### src/rtl/fifo_arb_pkg.sv
// Shared types and constants for the fifo enqueue arbiter.
// Latency: n/a (declarations only).
// Backpressure: n/a.
//
// Contents: arbitration state enum, packet counter width.
package fifo_arb_pkg;

  // IDLE: grant is free to move to the next round-robin winner.
  // LOCK: grant is held by one requester until its last beat is accepted.
  typedef enum logic [0:0] {
    ARB_IDLE = 1'b0,
    ARB_LOCK = 1'b1
  } arb_st_t;

  localparam int PKT_CNT_WIDTH = 16;

endpackage

### src/rtl/fifo_enq_arb_rr_pick.sv
// Round-robin priority picker: first set bit of vld at or after ptr, wrapping.
// Latency: purely combinational, zero cycles.
// Backpressure: none; it only selects, the caller owns flow control.
//
// Ports:
//   vld     [N-1:0]     candidate request vector
//   ptr     [ID_W-1:0]  highest-priority index this cycle (must be < N)
//   any_vld             at least one candidate is set
//   win_idx [ID_W-1:0]  winning index; 0 when nothing is set
module rr_pick #(
  parameter int N    = 4,
  parameter int ID_W = (N > 1) ? $clog2(N) : 1
) (
  input  logic [N-1:0]    vld,
  input  logic [ID_W-1:0] ptr,
  output logic            any_vld,
  output logic [ID_W-1:0] win_idx
);

  // Scan offsets from farthest to nearest so the nearest set bit after
  // ptr is the last assignment and therefore wins. N need not be a power
  // of two, so the wrap is an explicit compare rather than a bit mask.
  always_comb begin
    int          idx;
    logic [ID_W-1:0] idx_l;
    idx     = 0;
    idx_l   = '0;
    any_vld = |vld;
    win_idx = '0;
    for (int k = N - 1; k >= 0; k--) begin
      idx = int'(ptr) + k;
      if (idx >= N) idx = idx - N;
      idx_l = ID_W'(idx);
      if (vld[idx_l]) win_idx = idx_l;
    end
  end

endmodule

### src/rtl/fifo_enq_arb.sv
// Round-robin arbiter sharing one fifo enqueue port among N_REQ requesters, packet-locked.
// Latency: zero cycles, outputs are combinational from inputs and arbitration state.
// Backpressure: enq_ready low stalls the selected requester and freezes the grant.
//
// Optional build macro: FIFO_ENQ_ARB_STATS_EN adds per-requester packet counters (pkt_cnt).
// Ports:
//   clk, rst_aL                 clock, async active-low reset
//   req_valid/req_last [N_REQ]  per-requester beat valid and last-beat flag
//   req_data [N_REQ][W]         per-requester beat data
//   req_ready [N_REQ]           one-hot (or zero) accept to the selected requester
//   enq_valid/enq_data/enq_ready  fifo enqueue handshake
//   grant_id                    current winner/owner, meaningful when enq_valid=1
//   pkt_cnt [N_REQ][16]         completed packets per requester (stats build only)
module fifo_enq_arb
  import fifo_arb_pkg::*;
#(
  parameter  int ENTRY_WIDTH = 32,
  parameter  int N_REQ       = 4,
  localparam int ID_WIDTH    = $clog2(N_REQ)
) (
  input  logic                                clk,
  input  logic                                rst_aL,
  input  logic [N_REQ-1:0]                    req_valid,
  input  logic [N_REQ-1:0]                    req_last,
  input  logic [N_REQ-1:0][ENTRY_WIDTH-1:0]   req_data,
  output logic [N_REQ-1:0]                    req_ready,
  output logic                                enq_valid,
  output logic [ENTRY_WIDTH-1:0]              enq_data,
  input  logic                                enq_ready,
`ifdef FIFO_ENQ_ARB_STATS_EN
  output logic [N_REQ-1:0][PKT_CNT_WIDTH-1:0] pkt_cnt,
`endif
  output logic [ID_WIDTH-1:0]                 grant_id
);

  arb_st_t             st_q, st_d;
  logic [ID_WIDTH-1:0] owner_q, owner_d;
  logic [ID_WIDTH-1:0] ptr_q, ptr_d;

  logic                any_vld;
  logic [ID_WIDTH-1:0] win_idx;
  logic [ID_WIDTH-1:0] sel;
  logic [ID_WIDTH-1:0] sel_inc;
  logic                xfer;
  logic                pkt_end;

  rr_pick #(
    .N    (N_REQ),
    .ID_W (ID_WIDTH)
  ) u_rr_pick (
    .vld     (req_valid),
    .ptr     (ptr_q),
    .any_vld (any_vld),
    .win_idx (win_idx)
  );

  // While locked the owner keeps the port even if it drops valid, so no
  // other requester can interleave beats into its packet.
  always_comb begin
    sel       = (st_q == ARB_LOCK) ? owner_q : win_idx;
    enq_valid = (st_q == ARB_LOCK) ? req_valid[owner_q] : any_vld;
    enq_data  = req_data[sel];
    grant_id  = sel;
    xfer      = enq_valid & enq_ready;
    pkt_end   = xfer & req_last[sel];
    sel_inc   = (sel == ID_WIDTH'(N_REQ - 1)) ? '0 : sel + 1'b1;
    req_ready      = '0;
    req_ready[sel] = xfer;
  end

  // A valid beat that is not accepted in IDLE also locks: the stalled beat
  // must be the one that goes next, whatever else becomes valid meanwhile.
  always_comb begin
    st_d    = st_q;
    owner_d = owner_q;
    ptr_d   = ptr_q;
    if (st_q == ARB_IDLE) begin
      if (enq_valid) begin
        if (pkt_end) begin
          ptr_d = sel_inc;
        end else begin
          st_d    = ARB_LOCK;
          owner_d = sel;
        end
      end
    end else begin
      if (pkt_end) begin
        st_d  = ARB_IDLE;
        ptr_d = sel_inc;
      end
    end
  end

  always_ff @(posedge clk or negedge rst_aL) begin
    if (!rst_aL) begin
      st_q    <= ARB_IDLE;
      owner_q <= '0;
      ptr_q   <= '0;
    end else begin
      st_q    <= st_d;
      owner_q <= owner_d;
      ptr_q   <= ptr_d;
    end
  end

`ifdef FIFO_ENQ_ARB_STATS_EN
  logic [N_REQ-1:0][PKT_CNT_WIDTH-1:0] pkt_cnt_q, pkt_cnt_d;

  // Saturating: a wrapped counter would read as few packets, not many.
  always_comb begin
    pkt_cnt_d = pkt_cnt_q;
    if (pkt_end && (pkt_cnt_q[sel] != {PKT_CNT_WIDTH{1'b1}})) begin
      pkt_cnt_d[sel] = pkt_cnt_q[sel] + 1'b1;
    end
  end

  always_ff @(posedge clk or negedge rst_aL) begin
    if (!rst_aL) begin
      pkt_cnt_q <= '0;
    end else begin
      pkt_cnt_q <= pkt_cnt_d;
    end
  end

  assign pkt_cnt = pkt_cnt_q;
`endif

endmodule

### config.mk
export PLATFORM = sky130hd
export DESIGN_NAME = fifo_enq_arb
export DESIGN_NICKNAME = d
export VERILOG_FILES = /design/src/rtl/fifo_arb_pkg.sv /design/src/rtl/fifo_enq_arb_rr_pick.sv /design/src/rtl/fifo_enq_arb.sv
export SDC_FILE = /design/constraint.sdc
export NUM_CORES = 1
export LEC_CHECK = 0
export CAP_MARGIN = 20
export CORE_MARGIN = 1.5
export CORE_UTILIZATION = 31
export DETAILED_ROUTE_END_ITERATION = 10
export GPL_TIMING_DRIVEN = 0
export PLACE_DENSITY = 0.86
export SYNTH_ARGS = -nofsm -noshare
export SYNTH_HDL_FRONTEND = slang
export SYNTH_SLANG_ARGS = --single-unit
### constraint.sdc
create_clock -name clk -period 6.1 [get_ports clk]
set_input_delay 0.61 -clock clk [delete_from_list [all_inputs] [get_ports clk]]
set_output_delay 0.61 -clock clk [all_outputs]
set_load 0.02 [all_outputs]
## After elaboration in Yosys (flattened, before gate mapping)

Index checks and enable logic that the tools add are counted.
W data, S select, Z words.

- Flip-flop bits (word level): 5
- Input port bits: 139

- Multiplexer cells: 33
- Reduce and logical (&&, ||, !) cells: 4
- Magnitude comparators: 11
- Equal/unequal tests: 1
- Bitwise logic cells: 5
- Add/sub/neg operators: 8

Operators by type and width:

| cell | count |
|---|---|
| $bmux W32 S2 | 1 |
| $mux W32 | 1 |
| $mux W2 | 13 |
| $lt A2 B3 Y1 const B | 6 |
| $bmux W1 S2 | 6 |
| $mux W1 | 11 |
| $ge A3 B3 Y1 const B | 3 |
| $sub A2 B1 Y2 const B | 4 |
| $add A2 B2 Y3 const B | 2 |
| $and A4 B4 Y4 | 1 |
| $reduce_or A4 Y1 | 1 |
| $add A2 B1 Y3 const B | 1 |
| $ge A2 B3 Y1 const B | 1 |
| $reduce_and A3 Y1 | 1 |
| $add A2 B1 Y2 const B | 1 |
| $and A1 B1 Y1 | 2 |
| $demux W1 S2 | 1 |
| $eq A2 B2 Y1 const B | 1 |
| $ge A2 B1 Y1 const B | 1 |
| $not A1 Y1 | 2 |
| $reduce_bool A2 Y1 | 1 |
| $logic_and A1 B1 Y1 | 1 |

## Logic depth before layout (Yosys ltp)

Gate-level depths: netlist of the first run.

- Depth after elaboration: 16
- Mapped depth: 10
- Depth with buffers taken out: 8

## Hierarchy

From an unflattened synthesis of the first run, not the netlist that was laid out.

- Cell total of the unflattened synthesis: 256
- Area, all modules: 1408.9 um2

Modules (own cells, without submodules):

| module | instances | cells an instance | sequential area each (um2) | area each (um2) |
|---|---|---|---|---|
| fifo_enq_arb | 1 | 243 | 125.1 | 1331.3 |
| rr_pick | 1 | 13 | 0.0 | 77.6 |

## Worst setup path after synthesis of the first run

OpenSTA, ideal clock, no wires.

- Path kind: input to output
- From: in req_valid[0]
- To: out enq_data[12]
- Slack: 3.116 ns
- Stages: 9
- Arrival time: 2.374 ns
- Required time: 5.490 ns
- Cell sequence: nor3b_1 a211oi_1 o221ai_2 nand2_2 buf_8 inv_8 clkbuf_1 nand2_1 a31oi_1

- Word-level cells in the longest chain between the ends: 9

Ends and longest elaborated chain:

| element | RTL line | source |
|---|---|---|
| start, declared | fifo_enq_arb.sv:23 | `input logic [N_REQ-1:0] req_valid,` |
| $bmux W1 S2 | fifo_enq_arb_rr_pick.sv:34 | `if (vld[idx_l]) win_idx = idx_l;` |
| $mux W1 (implied by the code) | fifo_enq_arb_rr_pick.sv:34 |  |
| $mux W2 (3 in series) | fifo_enq_arb_rr_pick.sv:34 |  |
| $mux W2 (*) | fifo_enq_arb_rr_pick.sv:34 |  |
| $mux W2 (*) | fifo_enq_arb.sv:60 | `sel = (st_q == ARB_LOCK) ? owner_q : win_idx;` |
| net grant_id[0] | fifo_enq_arb.sv:33 | `output logic [ID_WIDTH-1:0] grant_id` |
| $bmux W32 S2 (*) | fifo_enq_arb.sv:62 | `enq_data = req_data[sel];` |
| $mux W32 (implied by the code) (*) | fifo_enq_arb.sv:62 |  |
| end, declared | fifo_enq_arb.sv:28 | `output logic [ENTRY_WIDTH-1:0] enq_data,` |

The timed path passes the listed nets; every way through them passes the cells marked *. The select of a mux whose other input is x is not followed.

## Worst setup path in the final report of the first run

- From: in req_valid[2]
- To: out req_ready[3]

- Word-level cells in the longest chain between the ends: 12

Ends and longest elaborated chain:

| element | RTL line | source |
|---|---|---|
| $bmux W1 S2 | fifo_enq_arb_rr_pick.sv:34 |  |
| $mux W1 (implied by the code) | fifo_enq_arb_rr_pick.sv:34 |  |
| $mux W2 (4 in series) | fifo_enq_arb_rr_pick.sv:34 |  |
| $mux W2 | fifo_enq_arb.sv:60 |  |
| $lt A2 B3 Y1 (implied by the code) / $ge A2 B1 Y1 (equally long branches) | fifo_enq_arb.sv:68 | `req_ready[sel] = xfer;` |
| $logic_and A1 B1 Y1 (implied by the code) | fifo_enq_arb.sv:68 |  |
| $mux W1 (implied by the code) | fifo_enq_arb.sv:68 |  |
| $demux W1 S2 | fifo_enq_arb.sv:68 |  |
| $and A4 B4 Y4 (no source line) (*) | n/a |  |
| end, declared | fifo_enq_arb.sv:26 | `output logic [N_REQ-1:0] req_ready,` |

Mark *: on every way between the ends. The rest lies on a longest branch, timed or not. The select of a mux whose other input is x is not followed.

==> impl_metrics.xml, run 1 <==
<?xml version="1.0" encoding="UTF-8"?>
<metrics>
  <group name="yosys">
    <metric name="synth_area" unit="um2">1590</metric>
    <metric name="ys_seq_elements" unit="">5</metric>
    <metric name="synth-edff-count" unit="">0</metric>
    <metric name="postSynthAreaPerCell" unit="um2">6.76</metric>
    <metric name="postSynthNetCount" unit="">378</metric>
    <metric name="postSynth.asyncResetShare" unit="">1.00</metric>
    <metric name="yosysUniqueCellTypes" unit="">43</metric>
    <metric name="share_of_the_synthesized_area_in_the_top_cell_type" unit="">0.199</metric>
    <metric name="yosysMostFrequentCell" unit="">nand2_1</metric>
    <metric name="synth.largest_area_cell" unit="">mux2_1</metric>
    <metric name="synth_warnings" unit="">0</metric>
    <metric name="synth-seq-area-share" unit="">0.0788</metric>
    <metric name="yosys-top-cells-count" unit="">nand2_1 (67), nor2_1 (33), a31oi_1 (32)</metric>
    <metric name="synthCells" unit="">235</metric>
    <metric name="synth_area_leaders" unit="">mux2_1 (20%), nand2_1 (16%), a31oi_1 (13%)</metric>
    <metric name="ys_dominant_reg_cell" unit="">dfrtp_1</metric>
  </group>
  <group name="sta">
    <metric name="fin_skew" unit="ns">0.00352</metric>
    <metric name="finalSetupViolations" unit="">0</metric>
    <metric name="fmax" unit="MHz">230</metric>
    <metric name="finalMaxSlewViolations" unit="">0</metric>
    <metric name="post-route-period-util" unit="">0.712</metric>
    <metric name="finalHoldViolCount" unit="">0</metric>
    <metric name="timing_worst_slew_pin_value" unit="ns">0.539</metric>
    <metric name="timing.final.ws_setup" unit="ns">1.75</metric>
    <metric name="rsz0062_at_grt" unit="">false</metric>
    <metric name="post_route_setup_tns" unit="ns">0</metric>
    <metric name="final_period_minus_worst_setup_slack" unit="ns">4.35</metric>
    <metric name="timing.max_slew.rel_slack" unit="">0.641</metric>
  </group>
  <group name="outcome">
    <metric name="status" unit="">finished, final reports clean</metric>
  </group>
  <group name="route">
    <metric name="drt_wl_total" unit="um">7530</metric>
    <metric name="route.vias.total" unit="">2391</metric>
    <metric name="vias_per_cell" unit="">4.95</metric>
    <metric name="detail_route.first_pass.iterations" unit="">4</metric>
    <metric name="wire_per_inst" unit="um">15.6</metric>
    <metric name="drt_iter0_markers" unit="">65</metric>
    <metric name="post-route-drc-count" unit="">0</metric>
    <metric name="detail-route-antenna-nets" unit="">0</metric>
  </group>
  <group name="floorplan">
    <metric name="initial_core_util" unit="">0.330</metric>
    <metric name="design.portCount" unit="">178</metric>
    <metric name="fp.coreArea" unit="um2">4820</metric>
    <metric name="design.die.area" unit="um2">5560</metric>
    <metric name="die_y" unit="um">74.6</metric>
    <metric name="dieWidth" unit="um">74.6</metric>
    <metric name="rows" unit="">25</metric>
  </group>
  <group name="cts">
    <metric name="cts_buffer_depth" unit="">2</metric>
    <metric name="cts.root.buffer_cell" unit="">clkbuf_8</metric>
    <metric name="postCtsResizedCells" unit="">0</metric>
    <metric name="worst_skew_pair.late_latency" unit="ns">0.22</metric>
    <metric name="postCtsSetupBuffers" unit="">0</metric>
    <metric name="hold_buffers" unit="">0</metric>
    <metric name="post_cts_clock_slew_at_the_launch_and_capture_registers_of_the_worst_setup_and_hold_paths" unit="ns">0.04</metric>
    <metric name="cts_made_buffers" unit="">3</metric>
    <metric name="cts_htree_levels" unit="">1</metric>
    <metric name="numClockSinks" unit="">5</metric>
    <metric name="cts_tree" unit="">built</metric>
  </group>
  <group name="final_layout">
    <metric name="area_growth" unit="%">120</metric>
    <metric name="stdcell_count" unit="">483</metric>
    <metric name="layout.nets" unit="">560</metric>
    <metric name="final_layout_size_suffix_gt1_frac" unit="">0.0913</metric>
    <metric name="antenna_cells_inserted" unit="">0</metric>
  </group>
  <group name="critical_path">
    <metric name="crit_path_start_kind" unit="">input pin</metric>
    <metric name="worstPathCellList" unit="">clkdlybuf4s50_1 &gt; nor2b_1 &gt; a311oi_1 &gt; o31ai_2 &gt; buf_2 &gt; buf_1 &gt; ha_1 &gt; and3_2 &gt; clkdlybuf4s50_1</metric>
    <metric name="worstSetupPathType" unit="">input pin to output port</metric>
    <metric name="stage_delay_of_the_slowest_cell_on_the_critical_path" unit="ns">0.61</metric>
    <metric name="critPathCaptureType" unit="">output port</metric>
    <metric name="critical-path-slowest-cell" unit="">clkdlybuf4s50_1</metric>
    <metric name="timing.critical_path.buf_inv" unit="">4</metric>
    <metric name="critical_path_s_top_delay_family" unit="">buffers and inverters</metric>
    <metric name="worstPathArrival" unit="ns">3.74</metric>
    <metric name="cp_data_required_time" unit="ns">5.49</metric>
    <metric name="path_max_fanout" unit="">12</metric>
    <metric name="timing.critical_path.mode_cell" unit="">clkdlybuf4s50_1</metric>
  </group>
  <group name="pwr">
    <metric name="powerDensity" unit="nW/um2">342</metric>
    <metric name="power_report.internal_total" unit="uW">603</metric>
    <metric name="pwr-share-seq" unit="">0.050</metric>
    <metric name="leakage_power_total" unit="uW">0.00141</metric>
    <metric name="clock_power_share" unit="">0.050</metric>
    <metric name="p_sw" unit="uW">592</metric>
    <metric name="comb_power_share" unit="">0.900</metric>
    <metric name="power.switching_fraction" unit="">0.495</metric>
    <metric name="vdd_ir_drop_max" unit="mV">0.217</metric>
  </group>
  <group name="placed_design">
    <metric name="dpl.hpwl" unit="um">6320</metric>
    <metric name="place.gp.congestion" unit="">0.874</metric>
    <metric name="placedCellCount" unit="">479</metric>
    <metric name="place.port_buffers" unit="">177</metric>
    <metric name="dp_worst_setup_slack" unit="ns">1.76</metric>
  </group>
  <group name="global_route">
    <metric name="first_global_vias" unit="">2274</metric>
    <metric name="grt_first_pass_wirelength" unit="um">11200</metric>
    <metric name="largest_net_degree_at_the_start_of_global_routing" unit="">13</metric>
    <metric name="number_of_antenna_violations_at_the_first_check_in_global_routing" unit="">0</metric>
    <metric name="sum_of_overflow_across_all_layers_after_global_routing" unit="">0</metric>
    <metric name="aggregate_global_route_resource_usage" unit="">0.258</metric>
  </group>
  <group name="hold_path">
    <metric name="min-delay-path-class" unit="">flop to flop</metric>
  </group>
  <group name="run">
    <metric name="cap_viol_max_count" unit="">0</metric>
  </group>
</metrics>
==> flip-flops by register name, indices dropped and copies added, names as in the netlist <==
register	count
ptr_q	2
owner_q	2
st_q	1
==> logic make-up after synthesis <==
group | Yosys count | synth area share
AND/OR/NAND/NOR | 117 | 0.314
AO/OA/AOI/OAI | 48 | 0.214
multiplexers | 38 | 0.284
buffers and inverters | 23 | 0.0780
flip-flops | 5 | 0.0788
adder cells (fa/ha/maj) | 4 | 0.0315
==> cells in the final DEF, fill, tap and decap left out, types with 2 or more instances in the layout <==
| master | Yosys | layout |
|---|---|---|
| a211oi_2 | 2 | 2 |
| a21oi_1 | 4 | 4 |
| a31oi_1 | 32 | 32 |
| and3_2 | 4 | 4 |
| buf_1 | 3 | 3 |
| buf_2 | 5 | 5 |
| buf_4 | 2 | 2 |
| clkbuf_1 | 6 | 7 |
| clkbuf_8 | 0 | 3 |
| clkdlybuf4s50_1 | 0 | 177 |
| dfrtp_1 | 5 | 5 |
| ha_1 | 4 | 4 |
| inv_1 | 3 | 3 |
| mux2_1 | 28 | 28 |
| mux2_2 | 7 | 7 |
| mux2_4 | 2 | 2 |
| nand2_1 | 67 | 67 |
| nand3_1 | 2 | 2 |
| nor2_1 | 33 | 33 |
==> layer usage <==
metal  vias to the layer above  part of all wire  track usage
met4                         0             0.011       0.0364
met2                        93              0.52        0.487
met3                         6             0.071       0.0474
met5                         -                 0            0
li1                       1192                 -            -
met1                      1100              0.39        0.308
==> metrics by stage <==
stage	power [uW]	cell area (um2)	hold WS [ns]	utilization
2_1_floorplan	698	1590	0.314	-
3_3_place_gp	1120	3440	0.518	0.715
3_5_place_dp	1140	3440	0.530	0.715
4_1_cts	1200	3490	0.537	0.724
5_1_grt	1300	3490	0.576	0.724
6_report	1190	3490	0.527	0.724
==> cell type report <==
class                      count  area (um2)
timing repair buffer         177        1770
multi-input combinational    207        1340
fill                         406        1330
sequential                     5         125
buffer                        17        88.8
tap                           67        83.8
clock buffer                   4        45.0
inverter                       6        35.0
==> worst reg2reg max path, stage by stage (launching register included) <==
cell and delay [ns]:
dfrtp_1 0.42, nor2b_1 0.15, a311oi_1 0.07, o31ai_2 0.45
buf_2 0.31, buf_1 0.45, ha_1 0.27, nor2_1 0.07
mux2_1 0.30
==> power groups by stage <==
| stage | clock network (uW) | logic, uW | registers [uW] |
|---|---|---|---|
| CTS | 61.1 | 1080 | 60.1 |
| global placement | 0 | 1060 | 58.2 |
| finish | 59.8 | 1070 | 60.1 |
| global route | 65.1 | 1170 | 62.3 |
| detailed placement | 0 | 1080 | 60.5 |
| floorplan | 0 | 642 | 55.6 |
==> final timing paths <==
check	startpoint	end	slack, ns	cells past startpoint
worst max-delay path	req_valid[2]	req_ready[3]	1.75	9
worst min-delay path	owner_q[0]	owner_q[0]	0.53	1
worst max register to register	ptr_q[0]	ptr_q[0]	3.48	8
worst min register to register	owner_q[0]	owner_q[0]	0.53	1
max in group asynchronous	rst_aL	ptr_q[1]	5.30	1
min in group asynchronous	rst_aL	owner_q[1]	0.61	1
(Power assumes the default switching activity.)
==> run 2, diff against run 1 <==
--- a/config.mk
+++ b/config.mk
@@ -7,10 +7,10 @@
 export LEC_CHECK = 0
 export CAP_MARGIN = 20
 export CORE_MARGIN = 1.5
-export CORE_UTILIZATION = 31
+export CORE_UTILIZATION = 26
 export DETAILED_ROUTE_END_ITERATION = 10
 export GPL_TIMING_DRIVEN = 0
-export PLACE_DENSITY = 0.86
+export PLACE_DENSITY = 0.77
 export SYNTH_ARGS = -nofsm -noshare
 export SYNTH_HDL_FRONTEND = slang
 export SYNTH_SLANG_ARGS = --single-unit
==> constraint.sdc (replaced) <==
create_clock -name clk -period 3.7 [get_ports clk]
set_input_delay 0.37 -clock clk [delete_from_list [all_inputs] [get_ports clk]]
set_output_delay 0.37 -clock clk [all_outputs]
set_load 0.02 [all_outputs]
==> impl_metrics.xml, run 2 (synthesis results as in run 1) <==
<?xml version="1.0" encoding="UTF-8"?>
<metrics>
  <group name="outcome">
    <metric name="status" unit="">finished, final reports clean</metric>
  </group>
  <group name="final_layout">
    <metric name="nFillCells" unit="">566</metric>
    <metric name="final_layout_size_suffix_gt1_frac" unit="">0.115</metric>
    <metric name="top_flop_regs" unit="">owner_q x2, ptr_q x2, st_q x1</metric>
    <metric name="antenna_cells_inserted" unit="">0</metric>
    <metric name="layout.cells.most_common_list" unit="">clkdlybuf4s50_1 (156), nand2_1 (67), nor2_1 (33)</metric>
    <metric name="multiInputGateArea" unit="um2">1350</metric>
    <metric name="layout.area.seq" unit="um2">125</metric>
    <metric name="final_core_util" unit="">0.606</metric>
    <metric name="design_area" unit="um2">3590</metric>
    <metric name="area_growth" unit="%">126</metric>
    <metric name="stdcell_count" unit="">493</metric>
    <metric name="leading_cell_type_in_the_layout_fill_and_taps_excluded" unit="">clkdlybuf4s50_1</metric>
    <metric name="layout.nets" unit="">562</metric>
  </group>
  <group name="cts">
    <metric name="cts.root.buffer_cell" unit="">clkbuf_8</metric>
    <metric name="cts_htree_levels" unit="">1</metric>
    <metric name="worst_skew_pair.late_latency" unit="ns">0.22</metric>
    <metric name="cts_made_buffers" unit="">3</metric>
    <metric name="post_cts_clock_slew_at_the_launch_and_capture_registers_of_the_worst_setup_and_hold_paths" unit="ns">0.03</metric>
    <metric name="hold_buffers" unit="">0</metric>
    <metric name="cts_tree" unit="">built</metric>
    <metric name="cts_buffer_depth" unit="">2</metric>
    <metric name="numClockSinks" unit="">5</metric>
  </group>
  <group name="floorplan">
    <metric name="design.die.area" unit="um2">6580</metric>
    <metric name="initial_core_util" unit="">0.268</metric>
    <metric name="design.portCount" unit="">178</metric>
    <metric name="fp.coreArea" unit="um2">5920</metric>
    <metric name="die_y" unit="um">81.1</metric>
    <metric name="dieWidth" unit="um">81.1</metric>
    <metric name="rows" unit="">28</metric>
  </group>
  <group name="route">
    <metric name="drt_iter0_markers" unit="">57</metric>
    <metric name="wire_per_inst" unit="um">15.0</metric>
    <metric name="route.vias.total" unit="">2389</metric>
    <metric name="post-route-drc-count" unit="">0</metric>
    <metric name="drt_wl_total" unit="um">7380</metric>
    <metric name="vias_per_cell" unit="">4.85</metric>
    <metric name="detail_route.first_pass.iterations" unit="">4</metric>
    <metric name="detail-route-antenna-nets" unit="">0</metric>
  </group>
  <group name="global_route">
    <metric name="number_of_antenna_violations_at_the_first_check_in_global_routing" unit="">0</metric>
    <metric name="grt_first_pass_wirelength" unit="um">10700</metric>
    <metric name="first_global_vias" unit="">2262</metric>
    <metric name="aggregate_global_route_resource_usage" unit="">0.203</metric>
    <metric name="sum_of_overflow_across_all_layers_after_global_routing" unit="">0</metric>
    <metric name="largest_net_degree_at_the_start_of_global_routing" unit="">20</metric>
  </group>
  <group name="critical_path">
    <metric name="worstPathArrival" unit="ns">3.15</metric>
    <metric name="path_max_fanout" unit="">11</metric>
    <metric name="regToRegEndpoint" unit="">owner_q[0]</metric>
    <metric name="critical-path-slowest-cell" unit="">clkdlybuf4s50_1</metric>
    <metric name="critical_path_s_top_delay_family" unit="">buffers and inverters</metric>
    <metric name="regToRegStartpoint" unit="">owner_q[1]</metric>
    <metric name="r2r_slack" unit="ns">1.47</metric>
    <metric name="cp_data_required_time" unit="ns">3.33</metric>
    <metric name="crit_path_start_kind" unit="">input pin</metric>
    <metric name="ff2ff_path_depth" unit="">7</metric>
    <metric name="critPathCaptureType" unit="">output port</metric>
    <metric name="worstPathCellList" unit="">clkdlybuf4s50_1 &gt; nor3b_2 &gt; a211oi_2 &gt; o221ai_2 &gt; nand2_2 &gt; buf_8 &gt; buf_4 &gt; buf_4 &gt; ha_1 &gt; and3_2 &gt; clkdlybuf4s50_1</metric>
    <metric name="stage_delay_of_the_slowest_cell_on_the_critical_path" unit="ns">0.60</metric>
    <metric name="timing.critical_path.buf_inv" unit="">5</metric>
    <metric name="worstSetupPathType" unit="">input pin to output port</metric>
  </group>
  <group name="pwr">
    <metric name="leakage_power_total" unit="uW">0.00164</metric>
    <metric name="fin_total_pwr" unit="uW">1950</metric>
    <metric name="powerDensity" unit="nW/um2">544</metric>
    <metric name="vdd_ir_drop_max" unit="mV">0.249</metric>
  </group>
  <group name="sta">
    <metric name="finalMaxSlewViolations" unit="">0</metric>
    <metric name="fin_skew" unit="ns">0.0000652</metric>
    <metric name="timing_worst_slew_pin_value" unit="ns">0.477</metric>
    <metric name="post-route-period-util" unit="">0.952</metric>
    <metric name="timing.max_slew.rel_slack" unit="">0.682</metric>
    <metric name="fmax" unit="MHz">284</metric>
    <metric name="rsz0062_at_grt" unit="">false</metric>
    <metric name="finalHoldViolCount" unit="">0</metric>
    <metric name="final_period_minus_worst_setup_slack" unit="ns">3.52</metric>
    <metric name="finalSetupViolations" unit="">0</metric>
  </group>
  <group name="run">
    <metric name="cap_viol_max_count" unit="">0</metric>
  </group>
  <group name="hold_path">
    <metric name="min-delay-path-class" unit="">input pin to asynchronous set/reset pin</metric>
  </group>
  <group name="placed_design">
    <metric name="place.gp.congestion" unit="">0.837</metric>
    <metric name="place.port_buffers" unit="">177</metric>
    <metric name="post_dp_cell_area" unit="um2">3450</metric>
    <metric name="placedCellCount" unit="">487</metric>
    <metric name="dpl.hpwl" unit="um">6020</metric>
  </group>
</metrics>
-- run 2: how the worst max path moves through the flow --
stage / slack, ns / startpoint / to / cells past startpoint
2_1_floorplan: 1.18 / ptr_q[1] / enq_data[12] / 9
3_3_place_gp: -0.15 / req_valid[2] / req_ready[3] / 9
3_5_place_dp: -0.24 / req_valid[2] / req_ready[3] / 9
4_1_cts: 0.002 / req_valid[3] / enq_data[25] / 11
5_1_grt: 0.03 / req_valid[3] / req_ready[0] / 11
6_report: 0.18 / req_valid[3] / req_ready[0] / 11
-- run 2: power by group --
part | total [uW] | internal [uW] | switching, uW
Sequential | 99.4 | 73.9 | 25.5
Combinational | 1750 | 837 | 915
Clock | 98.3 | 73.8 | 24.5
Total | 1950 | 985 | 965
-- run 2: cell type report --
cell class | instances | share of cell area
Multi-Input combinational cell | 207 | 0.376
Sequential cell | 5 | 0.0349
Tap cell | 75 | 0.0262
Timing Repair Buffer | 180 | 0.515
Clock buffer | 4 | 0.0126
Inverter | 6 | 0.00977
Buffer | 16 | 0.0255
-- run 2: layer usage --
metal,track usage,wire [um],up-vias
met5,0,0,-
met1,0.237,2960,1076
met3,0.0393,576,14
met2,0.375,3710,106
met4,0.0500,133,0
li1,-,-,1193
-- run 2: repair_timing --
| action | in CTS | in global routing |
|---|---|---|
| gates resized for setup | 3 | 28 |
| pin swaps | 0 | 1 |
| gates cloned | 0 | 0 |
| setup buffers | 0 | 3 |
| setup endpoints to repair | 14 | 32 |
-- run 2: worst register-to-register path: stages (launching register included) --
cell and delay, ns:
dfrtp_1 0.40, mux4_1 0.56, mux2_4 0.30, and2_4 0.18
clkinv_4 0.05, nor2_2 0.04, a211oi_2 0.22, mux2_1 0.35
-- run 2: metrics by stage --
| stage | worst slack [ns] | hold slack (ns) | setup TNS, ns |
|---|---|---|---|
| 2_1_floorplan | 1.18 | 0.0744 | 0 |
| 3_3_place_gp | -0.150 | 0.529 | -0.281 |
| 3_5_place_dp | -0.236 | 0.553 | -0.733 |
| 4_1_cts | 0.00245 | 0.379 | 0 |
| 5_1_grt | 0.0272 | 0.390 | 0 |
| 6_report | 0.178 | 0.373 | 0 |
==> run 3, diff against run 2 <==
--- a/config.mk
+++ b/config.mk
@@ -6,11 +6,13 @@
 export NUM_CORES = 1
 export LEC_CHECK = 0
 export CAP_MARGIN = 20
-export CORE_MARGIN = 1.5
-export CORE_UTILIZATION = 26
+export CORE_AREA = 2 2 70 72
 export DETAILED_ROUTE_END_ITERATION = 10
+export DIE_AREA = 0 0 72 74
+export DONT_BUFFER_PORTS = 1
 export GPL_TIMING_DRIVEN = 0
-export PLACE_DENSITY = 0.77
+export PLACE_DENSITY = 0.48
+export SLEW_MARGIN = 30
 export SYNTH_ARGS = -nofsm -noshare
 export SYNTH_HDL_FRONTEND = slang
 export SYNTH_SLANG_ARGS = --single-unit
==> impl_metrics.xml, run 3 (synthesis results as in run 1) <==
<?xml version="1.0" encoding="UTF-8"?>
<metrics>
  <group name="outcome">
    <metric name="status" unit="">finished, final reports clean</metric>
  </group>
  <group name="critical_path">
    <metric name="ff2ff_path_depth" unit="">7</metric>
    <metric name="cp_data_required_time" unit="ns">3.33</metric>
    <metric name="worstPathCellList" unit="">a21boi_0 &gt; a211oi_1 &gt; o221ai_2 &gt; nand2_2 &gt; buf_8 &gt; inv_8 &gt; clkbuf_1 &gt; nand2_1 &gt; a31oi_1</metric>
    <metric name="regToRegStartpoint" unit="">ptr_q[1]</metric>
    <metric name="worstPathArrival" unit="ns">2.79</metric>
    <metric name="worstSetupPathType" unit="">flop to output port</metric>
    <metric name="critPathCaptureType" unit="">output port</metric>
    <metric name="crit_path_start_kind" unit="">flop</metric>
    <metric name="regToRegEndpoint" unit="">ptr_q[1]</metric>
    <metric name="stage_delay_of_the_slowest_cell_on_the_critical_path" unit="ns">0.57</metric>
    <metric name="path_max_fanout" unit="">12</metric>
    <metric name="r2r_slack" unit="ns">0.94</metric>
    <metric name="critical-path-slowest-cell" unit="">clkbuf_1</metric>
  </group>
  <group name="global_route">
    <metric name="sum_of_overflow_across_all_layers_after_global_routing" unit="">0</metric>
    <metric name="aggregate_global_route_resource_usage" unit="">0.178</metric>
    <metric name="largest_net_degree_at_the_start_of_global_routing" unit="">13</metric>
    <metric name="first_global_vias" unit="">1550</metric>
    <metric name="number_of_antenna_violations_at_the_first_check_in_global_routing" unit="">0</metric>
    <metric name="grt_first_pass_wirelength" unit="um">7560</metric>
  </group>
  <group name="pwr">
    <metric name="leakage_power_total" unit="uW">0.000727</metric>
    <metric name="powerDensity" unit="nW/um2">846</metric>
    <metric name="vdd_ir_drop_max" unit="mV">0.292</metric>
    <metric name="fin_total_pwr" unit="uW">1450</metric>
  </group>
  <group name="sta">
    <metric name="post_route_setup_tns" unit="ns">0</metric>
    <metric name="timing.max_slew.rel_slack" unit="">0.488</metric>
    <metric name="fin_skew" unit="ns">0.00122</metric>
    <metric name="final_period_minus_worst_setup_slack" unit="ns">3.16</metric>
    <metric name="finalMaxSlewViolations" unit="">0</metric>
    <metric name="timing_worst_slew_pin_value" unit="ns">0.767</metric>
    <metric name="post-route-period-util" unit="">0.855</metric>
    <metric name="fmax" unit="MHz">316</metric>
    <metric name="finalHoldViolCount" unit="">0</metric>
    <metric name="finalSetupViolations" unit="">0</metric>
    <metric name="whs" unit="ns">0.397</metric>
    <metric name="rsz0062_at_grt" unit="">false</metric>
  </group>
  <group name="cts">
    <metric name="cts_made_buffers" unit="">3</metric>
    <metric name="cts_tree" unit="">built</metric>
    <metric name="cts.root.buffer_cell" unit="">clkbuf_8</metric>
    <metric name="cts_buffer_depth" unit="">2</metric>
    <metric name="postCtsSetupBuffers" unit="">0</metric>
    <metric name="cts_htree_levels" unit="">1</metric>
    <metric name="post_cts_clock_slew_at_the_launch_and_capture_registers_of_the_worst_setup_and_hold_paths" unit="ns">0.04</metric>
    <metric name="numClockSinks" unit="">5</metric>
    <metric name="worst_skew_pair.late_latency" unit="ns">0.22</metric>
  </group>
  <group name="hold_path">
    <metric name="min-delay-path-class" unit="">input pin to flop</metric>
    <metric name="min_path_cells" unit="">2</metric>
    <metric name="hold_path.startpoint" unit="">req_valid[2]</metric>
    <metric name="hold_end" unit="">st_q</metric>
  </group>
  <group name="route">
    <metric name="detail-route-antenna-nets" unit="">0</metric>
    <metric name="detail_route.first_pass.iterations" unit="">4</metric>
    <metric name="wire_per_inst" unit="um">18.1</metric>
    <metric name="drt_iter0_markers" unit="">55</metric>
    <metric name="route.vias.total" unit="">1682</metric>
    <metric name="drt_wl_total" unit="um">5330</metric>
    <metric name="vias_per_cell" unit="">5.72</metric>
    <metric name="post-route-drc-count" unit="">0</metric>
  </group>
  <group name="final_layout">
    <metric name="antenna_cells_inserted" unit="">0</metric>
    <metric name="final_layout_size_suffix_gt1_frac" unit="">0.158</metric>
    <metric name="layout.cells.most_common_list" unit="">nand2_1 (67), nor2_1 (33), a31oi_1 (32)</metric>
    <metric name="area_growth" unit="%">7.72</metric>
    <metric name="leading_cell_type_in_the_layout_fill_and_taps_excluded" unit="">nand2_1</metric>
    <metric name="layout.nets" unit="">384</metric>
    <metric name="stdcell_count" unit="">294</metric>
    <metric name="top_flop_regs" unit="">owner_q x2, ptr_q x2, st_q x1</metric>
  </group>
  <group name="floorplan">
    <metric name="design.die.area" unit="um2">5330</metric>
    <metric name="fp.coreArea" unit="um2">4600</metric>
    <metric name="die_y" unit="um">74</metric>
    <metric name="design.portCount" unit="">178</metric>
    <metric name="rows" unit="">25</metric>
    <metric name="initial_core_util" unit="">0.345</metric>
    <metric name="dieWidth" unit="um">72</metric>
  </group>
  <group name="placed_design">
    <metric name="place.gp.congestion" unit="">0.746</metric>
    <metric name="placedCellCount" unit="">289</metric>
    <metric name="place.port_buffers" unit="">0</metric>
    <metric name="dpl.hpwl" unit="um">4460</metric>
  </group>
  <group name="run">
    <metric name="cap_viol_max_count" unit="">0</metric>
  </group>
</metrics>
run 3: worst max path at each step:
stage          startpoint      endpoint  cells past startpoint
2_1_floorplan    ptr_q[1]  enq_data[12]                      9
3_3_place_gp     ptr_q[1]  enq_data[19]                      9
3_5_place_dp     ptr_q[1]  enq_data[19]                      9
4_1_cts          ptr_q[1]  enq_data[19]                      9
5_1_grt          ptr_q[1]  enq_data[16]                      9
6_report         ptr_q[1]  enq_data[19]                      9
run 3: report_power, final:
group | switching, uW | leakage [uW] | internal, uW | total, uW
Clock | 26.3 | 0.0000228 | 73.9 | 100
Combinational | 837 | 0.000645 | 410 | 1250
Sequential | 25.5 | 0.0000595 | 73.9 | 99.4
run 3: cell type report:
class | instances | area [um2]
multi-input cells | 207 | 1340
well taps | 54 | 67.6
repair buffers | 1 | 10.0
inverters | 6 | 35.0
clock buffers | 4 | 45.0
plain buffers | 17 | 88.8
fillers | 526 | 2890
flip-flops and latches | 5 | 125
run 3: stage by stage:
stage               area, um2  setup slack (ns)  utilization
detailed placement       1660             0.699        0.360
CTS                      1710             0.466        0.372
global route             1710             0.300        0.372
global placement         1660             0.732        0.360
floorplan                1590              1.18            -
finish                   1710             0.535        0.372
run 3: worst max-delay path, delay by kind of cell (launching register included):
kind	cells	cell delay [ns]
DFF	1	0.42
and+or+nand+nor	2	0.31
AOI/OAI and AO/OA	4	1.01
buffers and inverters	3	0.83
run 3: routing by layer:
metal	track usage	vias to the layer above	part of all wire
met5	0	-	0
met3	0.0122	0	0.072
met1	0.239	763	0.41
met2	0.321	83	0.52
met4	0.0252	0	0
li1	-	836	-
run 3: timing repair:
action                                 4_1_cts  5_1_grt
gates resized for setup                      0        0
endpoints found under the hold margin        5        0
hold buffers                                 1        0
